File: src/rtl/fifo_pkg.sv
// Shared helpers for the parametrised synchronous FIFO: width math and parameter legality.
package fifo_pkg;

  function automatic int unsigned clog2(input int unsigned v);
    int unsigned r;
    r = 0;
    while ((32'd1 << r) < v) r++;
    return r;
  endfunction

  function automatic bit params_ok(input int unsigned depth, input int unsigned af,
                                   input int unsigned ae);
    return (depth >= 2) && (depth <= 1024) && (af >= 1) && (af <= depth) && (ae < depth);
  endfunction

endpackage

File: src/rtl/fifo_mem.sv
// WIDTH x DEPTH simple dual-port register array with a registered, enabled read port.
module fifo_mem #(
  parameter int unsigned WIDTH  = 8,
  parameter int unsigned DEPTH  = 16,
  parameter int unsigned ADDR_W = 4
) (
  input  logic              clk_i,
  input  logic              rst_i,
  input  logic              we_i,
  input  logic [ADDR_W-1:0] waddr_i,
  input  logic [WIDTH-1:0]  wdata_i,
  input  logic              re_i,
  input  logic [ADDR_W-1:0] raddr_i,
  output logic [WIDTH-1:0]  rdata_o
);

  logic [WIDTH-1:0] mem_q [DEPTH];
  logic [WIDTH-1:0] rdata_q;

  // Storage is never reset; a read of the address being written returns the old word.
  always_ff @(posedge clk_i) begin
    if (we_i) mem_q[waddr_i] <= wdata_i;
  end

  always_ff @(posedge clk_i) begin
    if (rst_i)     rdata_q <= '0;
    else if (re_i) rdata_q <= mem_q[raddr_i];
  end

  assign rdata_o = rdata_q;

endmodule

File: src/rtl/sync_fifo_param.sv
// Parametrised single-clock FIFO: pointers with explicit wrap, occupancy, flags and error pulses.
module sync_fifo_param
  import fifo_pkg::*;
#(
  parameter  int unsigned WIDTH    = 8,
  parameter  int unsigned DEPTH    = 16,
  parameter  int unsigned AF_LEVEL = 12,
  parameter  int unsigned AE_LEVEL = 4,
  localparam int unsigned ADDR_W   = clog2(DEPTH),
  localparam int unsigned CNT_W    = clog2(DEPTH + 1)
) (
  input  logic             clk,
  input  logic             reset,
  input  logic             wr,
  input  logic [WIDTH-1:0] data_in,
  input  logic             rd,
  output logic [WIDTH-1:0] data_out,
  output logic             rd_valid,
  output logic             full,
  output logic             empty,
  output logic             almost_full,
  output logic             almost_empty,
  output logic [CNT_W-1:0] count,
  output logic             overflow,
  output logic             underflow
);

  if (!params_ok(DEPTH, AF_LEVEL, AE_LEVEL)) begin : g_param_err
    $error("sync_fifo_param: illegal DEPTH/AF_LEVEL/AE_LEVEL combination");
  end

  logic [ADDR_W-1:0] wr_ptr_q, wr_ptr_d, rd_ptr_q, rd_ptr_d;
  logic [CNT_W-1:0]  count_q, count_d;
  logic              rd_valid_q, overflow_q, underflow_q;
  logic              rd_acc_c, wr_acc_c;

  function automatic logic [ADDR_W-1:0] ptr_inc(input logic [ADDR_W-1:0] p);
    return (p == ADDR_W'(DEPTH - 1)) ? '0 : p + ADDR_W'(1);
  endfunction

  // A write at full only goes in when a read frees the slot in the same cycle.
  always_comb begin
    rd_acc_c = rd & ~empty;
    wr_acc_c = wr & (~full | rd_acc_c);
    wr_ptr_d = wr_acc_c ? ptr_inc(wr_ptr_q) : wr_ptr_q;
    rd_ptr_d = rd_acc_c ? ptr_inc(rd_ptr_q) : rd_ptr_q;
    count_d  = count_q;
    unique case ({wr_acc_c, rd_acc_c})
      2'b10:   count_d = count_q + CNT_W'(1);
      2'b01:   count_d = count_q - CNT_W'(1);
      default: count_d = count_q;
    endcase
  end

  always_ff @(posedge clk) begin
    if (reset) begin
      wr_ptr_q    <= '0;
      rd_ptr_q    <= '0;
      count_q     <= '0;
      rd_valid_q  <= 1'b0;
      overflow_q  <= 1'b0;
      underflow_q <= 1'b0;
    end else begin
      wr_ptr_q    <= wr_ptr_d;
      rd_ptr_q    <= rd_ptr_d;
      count_q     <= count_d;
      rd_valid_q  <= rd_acc_c;
      overflow_q  <= wr & ~wr_acc_c;
      underflow_q <= rd & ~rd_acc_c;
    end
  end

  fifo_mem #(
    .WIDTH  (WIDTH),
    .DEPTH  (DEPTH),
    .ADDR_W (ADDR_W)
  ) u_mem (
    .clk_i   (clk),
    .rst_i   (reset),
    .we_i    (wr_acc_c & ~reset),
    .waddr_i (wr_ptr_q),
    .wdata_i (data_in),
    .re_i    (rd_acc_c),
    .raddr_i (rd_ptr_q),
    .rdata_o (data_out)
  );

  assign count        = count_q;
  assign rd_valid     = rd_valid_q;
  assign overflow     = overflow_q;
  assign underflow    = underflow_q;
  assign full         = (count_q == CNT_W'(DEPTH));
  assign empty        = (count_q == '0);
  assign almost_full  = (count_q >= CNT_W'(AF_LEVEL));
  assign almost_empty = (count_q <= CNT_W'(AE_LEVEL));

endmodule

File: config.mk
export PLATFORM = sky130hd
export DESIGN_NAME = sync_fifo_param
export DESIGN_NICKNAME = d
export VERILOG_FILES = /design/src/rtl/fifo_pkg.sv /design/src/rtl/fifo_mem.sv /design/src/rtl/sync_fifo_param.sv
export SDC_FILE = /design/constraint.sdc
export NUM_CORES = 1
export LEC_CHECK = 0
export BUFFER_PORTS_ARGS = -buffer_cell sky130_fd_sc_hd__buf_2
export CAP_MARGIN = 25
export CELL_PAD_IN_SITES_DETAIL_PLACEMENT = 1
export CELL_PAD_IN_SITES_GLOBAL_PLACEMENT = 2
export CORE_ASPECT_RATIO = 1.1
export CORE_MARGIN = 3
export CORE_UTILIZATION = 46
export DETAILED_ROUTE_END_ITERATION = 16
export PLACE_DENSITY = 0.82
export REMOVE_ABC_BUFFERS = 1
export SLEW_MARGIN = 30
export SYNTH_ARGS = -nofsm -noshare
export SYNTH_HDL_FRONTEND = slang
export SYNTH_SLANG_ARGS = --single-unit
File: constraint.sdc
create_clock -name clk -period 3.7 [get_ports clk]
set_input_delay 0.37 -clock clk [delete_from_list [all_inputs] [get_ports clk]]
set_output_delay 0.37 -clock clk [all_outputs]
set_load 0.03 [all_outputs]
==> results.toml, run 1 <==
[cells_and_area]
num_antenna_cells = 0
layout_commonest_cell = "edfxtp_1"
fin_util = 0.547
drive_gt1_frac = 0.260
final_cell_mix = "128 x edfxtp_1, 31 x buf_2, 30 x mux4_2, 27 x nor2_1, 22 x dfxtp_1"
nNetsFinal = 425
syn_to_final_growth_pct = 14.3

[logic_synthesis]
yosys_warnings = 0
postSynthAreaPerCell_um2 = 17.1
synth_cell_types = 46
ys_seq_area_frac = 0.703
synth_area_mm2 = 0.00615
ys_ff_latch = 152
syn_inst = 360

[run_status]
outcome = "finished clean"

[sta]
clock_skew_ns = 0.00697
setup_viol = 0
finalMaxSlewViolations = 0
finalHoldViolCount = 0
tightest_slew_ns = 0.914
rsz0062_at_grt = "no"
fmax_ghz = 0.350
maxSlewHeadroom = 0.389
min_period_ns = 2.86
finalCritPeriodShare = 0.772
fin_tns_setup_ns = 0

[setup_path]
cp_num_buf_inv = 0
critPathSlowestCell = "or4_1"
r2r_end = "count[4]"
path_cells = "or4_1 > o21ai_4 > nor2_1 > fa_1 > a211oi_1 > o21bai_1 > o2bb2a_1 > a31oi_1"
start_kind = "register"
end_kind = "register"
required_ns = 4.04
crit_type = "reg2reg"
slowest_delay_ns = 0.74
ff2ff_path_depth = 8
crit_fanout = 8
reg2reg_from = "count[0]"
cpLargestDelayFamily = "compound AO/OA/AOI/OAI gates"
cp.arrival_ns = 3.19
ff2ff_setup_slack_ns = 0.84

[global_routing]
overflow = 0
grt_pass1_wl_mm = 21.8
grt_pass1_vias = 3626
grt_antenna_before_repair = 0
grt_util_all_layers = 0.204
grt_max_degree = 29

[die]
initial_core_util = 0.478
num_io_pins = 32
die_w_um = 116
core_mm2 = 0.0129
die_area_mm2 = 0.0148
rows = 43
die_h_um = 127

[cts]
clkTransAtPathRegs_ns = 0.06
holdBufCountCts = 0
root_buffer = "clkbuf_16"
clock_path_buffers = 2
clk_latency_ns = 0.42
cts.htree.levels = 4
cts_made_buffers = 17
ctsResizeCount = 0
cts_setup_buffers = 0
cts_tree = "built"
clock_sink_count = 152

[drt]
drt_iter0_markers = 288
first_pass_iters = 4
drc = 0
drt-total-wl_mm = 13.7
postRouteAntennaNets = 0
wire_per_inst_um = 23.9
routed-via-count = 3346
routed_via_density = 5.84

[place]
gp_congestion = 0.807
dp_hpwl_mm = 8.78
io_buffers = 31

[worst_hold_path]
min_from = "wr"
hold_depth = 3
hold_path_end = "overflow"
hp-class = "in2reg"

[run]
cap_violations = 0

[power]
ir_drop_v = 0.000436
p_per_area_mw_per_mm2 = 656
leakagePower_nw = 2.33
[layout make-up]
| cell class | instances | area (um^2) |
|---|---|---|
| inverter | 3 | 11.3 |
| clock buffer | 20 | 437 |
| clock inverter | 11 | 83.8 |
| sequential | 152 | 4330 |
| timing repair buffer | 45 | 260 |
| fill | 1175 | 5830 |
| tap | 157 | 196 |
| multi-input combinational | 185 | 1720 |
[through the flow]
stage	setup WS [ns]	instances	area [um^2]	hold WS (ns)	total power, mW
after global placement	0.913	542	6510	0.464	3.10
after global routing	0.554	573	7030	0.309	4.84
final	0.842	573	7030	0.312	4.61
after CTS	0.804	573	7030	0.294	4.67
after floorplan	0.738	340	6050	0.439	2.79
after detailed placement	0.822	542	6510	0.489	3.13
[how the worst max path moves through the flow]
stage,from,end,cells past startpoint
after floorplan,count[0],count[4],8
after global placement,count[0],count[4],8
after detailed placement,count[0],count[4],8
after CTS,count[0],count[4],8
after global routing,count[0],count[4],8
final,count[0],count[4],8
[tightest hold or removal path: stages]
cell,delay (ns)
buf_2,0.15
nand2b_1,0.10
nor3_1,0.05
[cell families after synthesis]
group                    share of synthesized area
XOR/XNOR                                   0.00285
AO/OA/AOI/OAI                               0.0547
flip-flops                                   0.703
adder cells (fa/ha/maj)                     0.0195
AND/OR/NAND/NOR                             0.0619
multiplexers                                 0.140
buffers and inverters                       0.0179
[power by group]
group          switching [mW]  leakage, nW  internal, mW
sequential              0.102         1.35          1.94
combinational           0.630        0.731         0.407
clock                   0.627        0.248         0.906
[state kept, by name, summed over array words and instances, names as in the netlist]
signal	flops
count	5
overflow	1
rd_ptr_q	4
rd_valid	1
u_mem.mem_q	128
u_mem.rdata_o	8
underflow	1
wr_ptr_q	4
[Yosys cell counts (all sizes together)]
cell type,count,area share
nand3,4,0.0033
mux2i,14,0.023
or4,1,0.0012
xor2,1,0.0014
xnor2,1,0.0014
mux2,3,0.0073
o21ba,1,0.0016
o211ai,1,0.0012
edfxtp,128,0.63
a211o,1,0.0014
nor3b,1,0.0012
nor4b,1,0.0014
nor4,1,0.0010
and2,1,0.0010
fa,1,0.0033
nand4b,1,0.0014
nand2,18,0.011
a41oi,1,0.0014
a22oi,5,0.0061
inv,3,0.0018
o21ai,3,0.0049
nand3b,2,0.0024
nor2,27,0.016
nor3,10,0.0081
o2bb2a,1,0.0016
buf,13,0.012
o22ai,5,0.0051
mux4,30,0.11
o21a,2,0.0024
a211oi,11,0.013
nor2b,5,0.0051
clkbuf,7,0.0043
ha,8,0.016
or3,1,0.0010
a21o,2,0.0024
a31oi,2,0.0020
nand2b,7,0.0071
o21bai,1,0.0012
a21oi,10,0.0081
a311o,1,0.0016
dfxtp,24,0.078
[routing by layer]
metal / part of all wire / vias to the layer above / routed length (um) / track usage
li1: - / 1515 / - / -
met1: 0.42 / 1739 / 5710 / 0.262
met2: 0.54 / 75 / 7370 / 0.347
met3: 0.030 / 17 / 412 / 0.0351
met4: 0.016 / 0 / 224 / 0.0758
met5: 0 / - / 0 / 0
Note: power is estimated with default switching activity, not from simulation.
==> inputs of run 2 (changes only) <==
--- a/config.mk
+++ b/config.mk
@@ -5,15 +5,16 @@
 export SDC_FILE = /design/constraint.sdc
 export NUM_CORES = 1
 export LEC_CHECK = 0
+export ABC_AREA = 1
 export BUFFER_PORTS_ARGS = -buffer_cell sky130_fd_sc_hd__buf_2
 export CAP_MARGIN = 25
 export CELL_PAD_IN_SITES_DETAIL_PLACEMENT = 1
 export CELL_PAD_IN_SITES_GLOBAL_PLACEMENT = 2
 export CORE_ASPECT_RATIO = 1.1
 export CORE_MARGIN = 3
-export CORE_UTILIZATION = 46
+export CORE_UTILIZATION = 37
 export DETAILED_ROUTE_END_ITERATION = 16
-export PLACE_DENSITY = 0.82
+export PLACE_DENSITY = 0.78
 export REMOVE_ABC_BUFFERS = 1
 export SLEW_MARGIN = 30
 export SYNTH_ARGS = -nofsm -noshare
==> constraint.sdc (replaced) <==
create_clock -name clk -period 2.55 [get_ports clk]
set_input_delay 0.255 -clock clk [delete_from_list [all_inputs] [get_ports clk]]
set_output_delay 0.255 -clock clk [all_outputs]
set_load 0.03 [all_outputs]
==> run 2 against run 1 <==
  * Sequential power up 42%
  * Sequential cell count unchanged
  * First-iteration DRC count up 64%
  * Synthesized area up 2.5%
  * Hold slack worse by 0.19 ns
  * Highest routed layer unchanged
  * Largest cell class unchanged
  * Sequential share of layout area down 2.4 points
  * Total power up 51%
  * Core utilization down 11 points
  * Clock skew about the same
==> results.toml, run 2 <==
[run_status]
outcome = "finished clean"

[setup_path]
path_common_cell = "nand2_1"
start_kind = "register"
required_ns = 2.85
cp_num_buf_inv = 2
end_kind = "register"
crit_type = "reg2reg"
crit_fanout = 7
cp.arrival_ns = 2.63
slowest_delay_ns = 0.42
critPathSlowestCell = "fa_1"
path_cells = "nor2_4 > nand3_2 > nand2_2 > inv_2 > nand2_1 > inv_1 > fa_1 > nand2_1 > nand2_1 > a21oi_1 > nand2_1 > nand2_1 > nand3_1 > nand2_1 > nor2_1"
cpLargestDelayFamily = "simple AND/OR/NAND/NOR gates"

[power]
power_mw = 6.98
ir_drop_v = 0.000462
leakagePower_nw = 2.74
p_per_area_mw_per_mm2 = 955

[place]
dp_hpwl_mm = 10.3
io_buffers = 31
dp.cells = 805
gp_congestion = 0.775
place_ws_ns = 0.198

[cts]
clock_sink_count = 152
clk_latency_ns = 0.41
cts_setup_buffers = 0
clock_path_buffers = 2
cts_tree = "built"
cts_made_buffers = 17
root_buffer = "clkbuf_16"
cts.htree.levels = 4
holdBufCountCts = 0
ctsResizeCount = 0
clkTransAtPathRegs_ns = 0.06

[die]
die_area_mm2 = 0.0186
core_mm2 = 0.0166
initial_core_util = 0.381
rows = 49
die_w_um = 130
num_io_pins = 32
die_h_um = 143

[sta]
fin_tns_setup_ns = 0
maxSlewHeadroom = 0.528
fmax_ghz = 0.430
worst_slack_ns = 0.224
finalCritPeriodShare = 0.912
finalMaxSlewViolations = 0
rsz0062_at_grt = "no"
clock_skew_ns = 0.00663
setup_viol = 0
finalHoldViolCount = 0
min_period_ns = 2.33
tightest_slew_ns = 0.705

[cells_and_area]
drive_gt1_frac = 0.155
largest-register = "u_mem.mem_q"
fin_util = 0.442
nNetsFinal = 641
final_cell_count_no_fill = 837
largest_register_ffs = 128
layout_commonest_cell = "edfxtp_1"
final_cell_mix = "128 x edfxtp_1, 102 x nor2_1, 97 x nand2_1, 59 x nand3_1, 34 x o21ai_0"
num_antenna_cells = 0
syn_to_final_growth_pct = 16.0

[drt]
postRouteAntennaNets = 0
drt_iter0_markers = 471
drt-total-wl_mm = 16.2
wire_per_inst_um = 19.4
first_pass_iters = 5
routed-via-count = 4391
routed_via_density = 5.25
drc = 0

[logic_synthesis]
synth_top_family_by_area = "simple AND/OR/NAND/NOR gates"
synth_edf_count = 128
synth_cell_types = 25
yosys_warnings = 0
syn_inst = 575
postSynthAreaPerCell_um2 = 11.0
yosys.area.top_type_share = 0.610
synth_compound_area_frac = 0.0726
synthMuxAreaShare = 0
synth_common_cells = "128 x edfxtp_1, 103 x nor2_1, 97 x nand2_1"
synthTopCellsByArea = "edfxtp_1 61%, dfxtp_1 7.6%, nor2_1 6.1%, nand2_1 5.8%, nand3_1 4.7%"
ys_seq_area_frac = 0.686
synthXorXnorAreaFrac = 0.00695
yosysMostFrequentCell = "edfxtp_1"
yosys.area_share.simple = 0.175
synth_area_mm2 = 0.00630
ys_async_sr_fraction = 0
synth-main-ff-cell = "edfxtp_1"
ys_ff_latch = 152
synthAdderAreaFrac = 0.0191
synth_largest_area_cell = "edfxtp_1"

[global_routing]
grt_antenna_before_repair = 0
grt_pass1_wl_mm = 25.9
grt_max_degree = 68
grt_util_all_layers = 0.185
overflow = 0
grt_pass1_vias = 4716

[run]
cap_violations = 0

[worst_hold_path]
hp-class = "in2reg"
[run 2: power by group]
part           leakage, nW  switching [mW]  internal (mW)
Sequential            1.35          0.0979           2.80
Combinational         1.13            1.23          0.499
Clock                0.261           0.959           1.39
[run 2: final timing paths]
check	start	end	slack, ns	depth (start not counted)
max reg2reg	count[0]	count[4]	0.22	15
min	reset	rd_ptr_q[0]	0.12	2
min reg2reg	wr_ptr_q[0]	wr_ptr_q[0]	0.53	2
max	count[0]	count[4]	0.22	15
[run 2: cells by family after synthesis]
| logic type | count (synthesis) |
|---|---|
| AO/OA/AOI/OAI | 91 |
| XOR/XNOR | 5 |
| adder cells (fa/ha/maj) | 9 |
| buffers and inverters | 50 |
| flip-flops | 152 |
| AND/OR/NAND/NOR | 268 |
[run 2: layout make-up]
class / instances / area, um^2
flip-flops and latches: 152 / 4330
repair buffers: 54 / 353
clock inverters: 11 / 100
clock buffers: 21 / 460
well taps: 204 / 255
multi-input cells: 373 / 1730
inverters: 22 / 82.6
fillers: 1813 / 9240
[run 2: routing by layer]
metal  routed length [um]  GRT usage  vias to the layer above
met2                 7980      0.306                      107
met5                    0          0                        -
met4                  453     0.0758                        0
met1                 7110      0.238                     2184
li1                     -          -                     2076
met3                  676     0.0367                       24
[run 2: per-stage QoR]
stage / cell area [um^2] / hold WS [ns]
final: 7310 / 0.121
after global routing: 7310 / 0.138
after CTS: 7300 / 0.117
after detailed placement: 6740 / 0.525
after global placement: 6740 / 0.508
after floorplan: 6130 / 0.324
==> inputs of run 3 (changes only) <==
--- a/config.mk
+++ b/config.mk
@@ -11,7 +11,6 @@
 export CELL_PAD_IN_SITES_DETAIL_PLACEMENT = 1
 export CELL_PAD_IN_SITES_GLOBAL_PLACEMENT = 2
 export CORE_ASPECT_RATIO = 1.1
-export CORE_MARGIN = 3
 export CORE_UTILIZATION = 37
 export DETAILED_ROUTE_END_ITERATION = 16
 export PLACE_DENSITY = 0.78
==> run 3 against run 2 <==
  * Via count fell by 1.2%
  * Sequential cell count did not move
  * Core utilization barely moved
  * Largest power group unchanged
==> results.toml, run 3 (synthesis gave the netlist of run 2 again) <==
[run_status]
outcome = "finished clean"

[power]
pwr-share-seq = 0.418
leakagePower_nw = 2.75
p_switching_mw = 2.25
pwr-share-clk = 0.336
p_per_area_mw_per_mm2 = 957
intPower_mw = 4.71
ir_drop_v = 0.000459
pwr-share-comb = 0.246
p_sw_frac = 0.324

[die]
num_io_pins = 32
die_area_mm2 = 0.0176
core_mm2 = 0.0165
die_h_um = 139
die_w_um = 126
rows = 49
initial_core_util = 0.382

[cells_and_area]
largest_register_ffs = 128
nNetsFinal = 641
final_cell_mix = "128 x edfxtp_1, 103 x nor2_1, 97 x nand2_1, 59 x nand3_1, 34 x o21ai_0"
register_area_mm2 = 0.00433
layout_commonest_cell = "edfxtp_1"
syn_to_final_growth_pct = 15.6
nFillCells = 1792
largest-register = "u_mem.mem_q"
multi_input_area_mm2 = 0.00173
num_antenna_cells = 0
drive_gt1_frac = 0.147

[setup_path]
end_kind = "register"
start_kind = "register"
cp.arrival_ns = 2.63
crit_type = "reg2reg"
crit_fanout = 7
required_ns = 2.86

[drt]
drt_iter0_markers = 298
drt-total-wl_mm = 16.4
drc = 0
postRouteAntennaNets = 0
routed-via-count = 4340
wire_per_inst_um = 19.6
first_pass_iters = 4
routed_via_density = 5.19

[cts]
clock_sink_count = 152
cts.htree.levels = 4
holdBufCountCts = 0
cts_setup_buffers = 0
clkTransAtPathRegs_ns = 0.06
cts_tree = "built"
root_buffer = "clkbuf_16"
ctsResizeCount = 0
clk_latency_ns = 0.42
clock_path_buffers = 2
cts_made_buffers = 17

[sta]
rsz0062_at_grt = "no"
finalHoldViolCount = 0
finalMaxSlewViolations = 0
fmax_ghz = 0.432
min_period_ns = 2.31
finalCritPeriodShare = 0.908
worst_slack_ns = 0.236
fin_tns_setup_ns = 0
tightest_slew_ns = 0.750
setup_viol = 0
maxSlewHeadroom = 0.500
clock_skew_ns = 0.00727

[global_routing]
grt_max_degree = 68
grt_antenna_before_repair = 0
grt_util_all_layers = 0.198
overflow = 0
grt_pass1_vias = 4593
grt_pass1_wl_mm = 25.4

[run]
cap_violations = 0

[place]
io_buffers = 31
dp_hpwl_mm = 10.4
gp_congestion = 0.778
place_ws_ns = 0.238

[worst_hold_path]
hp-class = "in2reg"
==> run 3: cell count changes in the layout (fill, tap and decap cells not counted), sizes merged <==
cell,change
clkbuf,-3
clkinv,+7
bufinv,+1
clkinvlp,-5
==> run 3: worst paths after layout <==
kind,startpoint,endpoint,slack [ns],cells after the start
worst max-delay path,count[0],count[4],0.24,15
worst min-delay path,reset,wr_ptr_q[2],0.13,2
worst max register to register,count[0],count[4],0.24,15
worst min register to register,wr_ptr_q[0],wr_ptr_q[0],0.53,2
==> run 3: area by class of cell <==
type                    instances  share of cell area
well taps                     204              0.0350
inverters                      22              0.0113
repair buffers                 54              0.0484
multi-input cells             373               0.237
flip-flops and latches        152               0.594
clock inverters                14              0.0156
clock buffers                  18              0.0589
==> run 3: through the flow <==
stage | util | std cells | power, mW | instance area (um^2) | hold slack, ns
after global routing | 0.442 | 837 | 7.29 | 7290 | 0.129
after floorplan | - | 547 | 4.02 | 6130 | 0.324
after CTS | 0.442 | 837 | 7.03 | 7290 | 0.128
after global placement | 0.409 | 805 | 4.64 | 6740 | 0.513
after detailed placement | 0.409 | 805 | 4.69 | 6740 | 0.525
final | 0.442 | 837 | 6.97 | 7290 | 0.133
==> run 3: critical path, stage by stage, from the launching register on <==
cell	delay [ns]
dfxtp_1	0.38
nor2_2	0.21
nand3_2	0.12
nand2_2	0.16
inv_2	0.05
nand2_1	0.09
inv_1	0.11
fa_1	0.41
nand2_1	0.08
nand2_1	0.05
a21oi_1	0.18
nand2_1	0.08
nand2_1	0.09
nand3_1	0.07
nand2_1	0.07
nor2_1	0.05
==> run 3: power by group through the flow <==
stage	Sequential [mW]	Clock, mW	Combinational, mW
finish	2.91	2.34	1.71
floorplan	3.17	0	0.858
global placement	2.95	0	1.69
CTS	2.91	2.38	1.74
global route	2.93	2.47	1.89
detailed placement	2.96	0	1.73
==> run 3: per-layer routing <==
metal	vias to the layer above	global-route usage	part of all wire
li1	2073	-	-
met1	2165	0.246	0.44
met2	87	0.338	0.51
met3	15	0.0475	0.032
met4	0	0.0672	0.016
met5	-	0	0
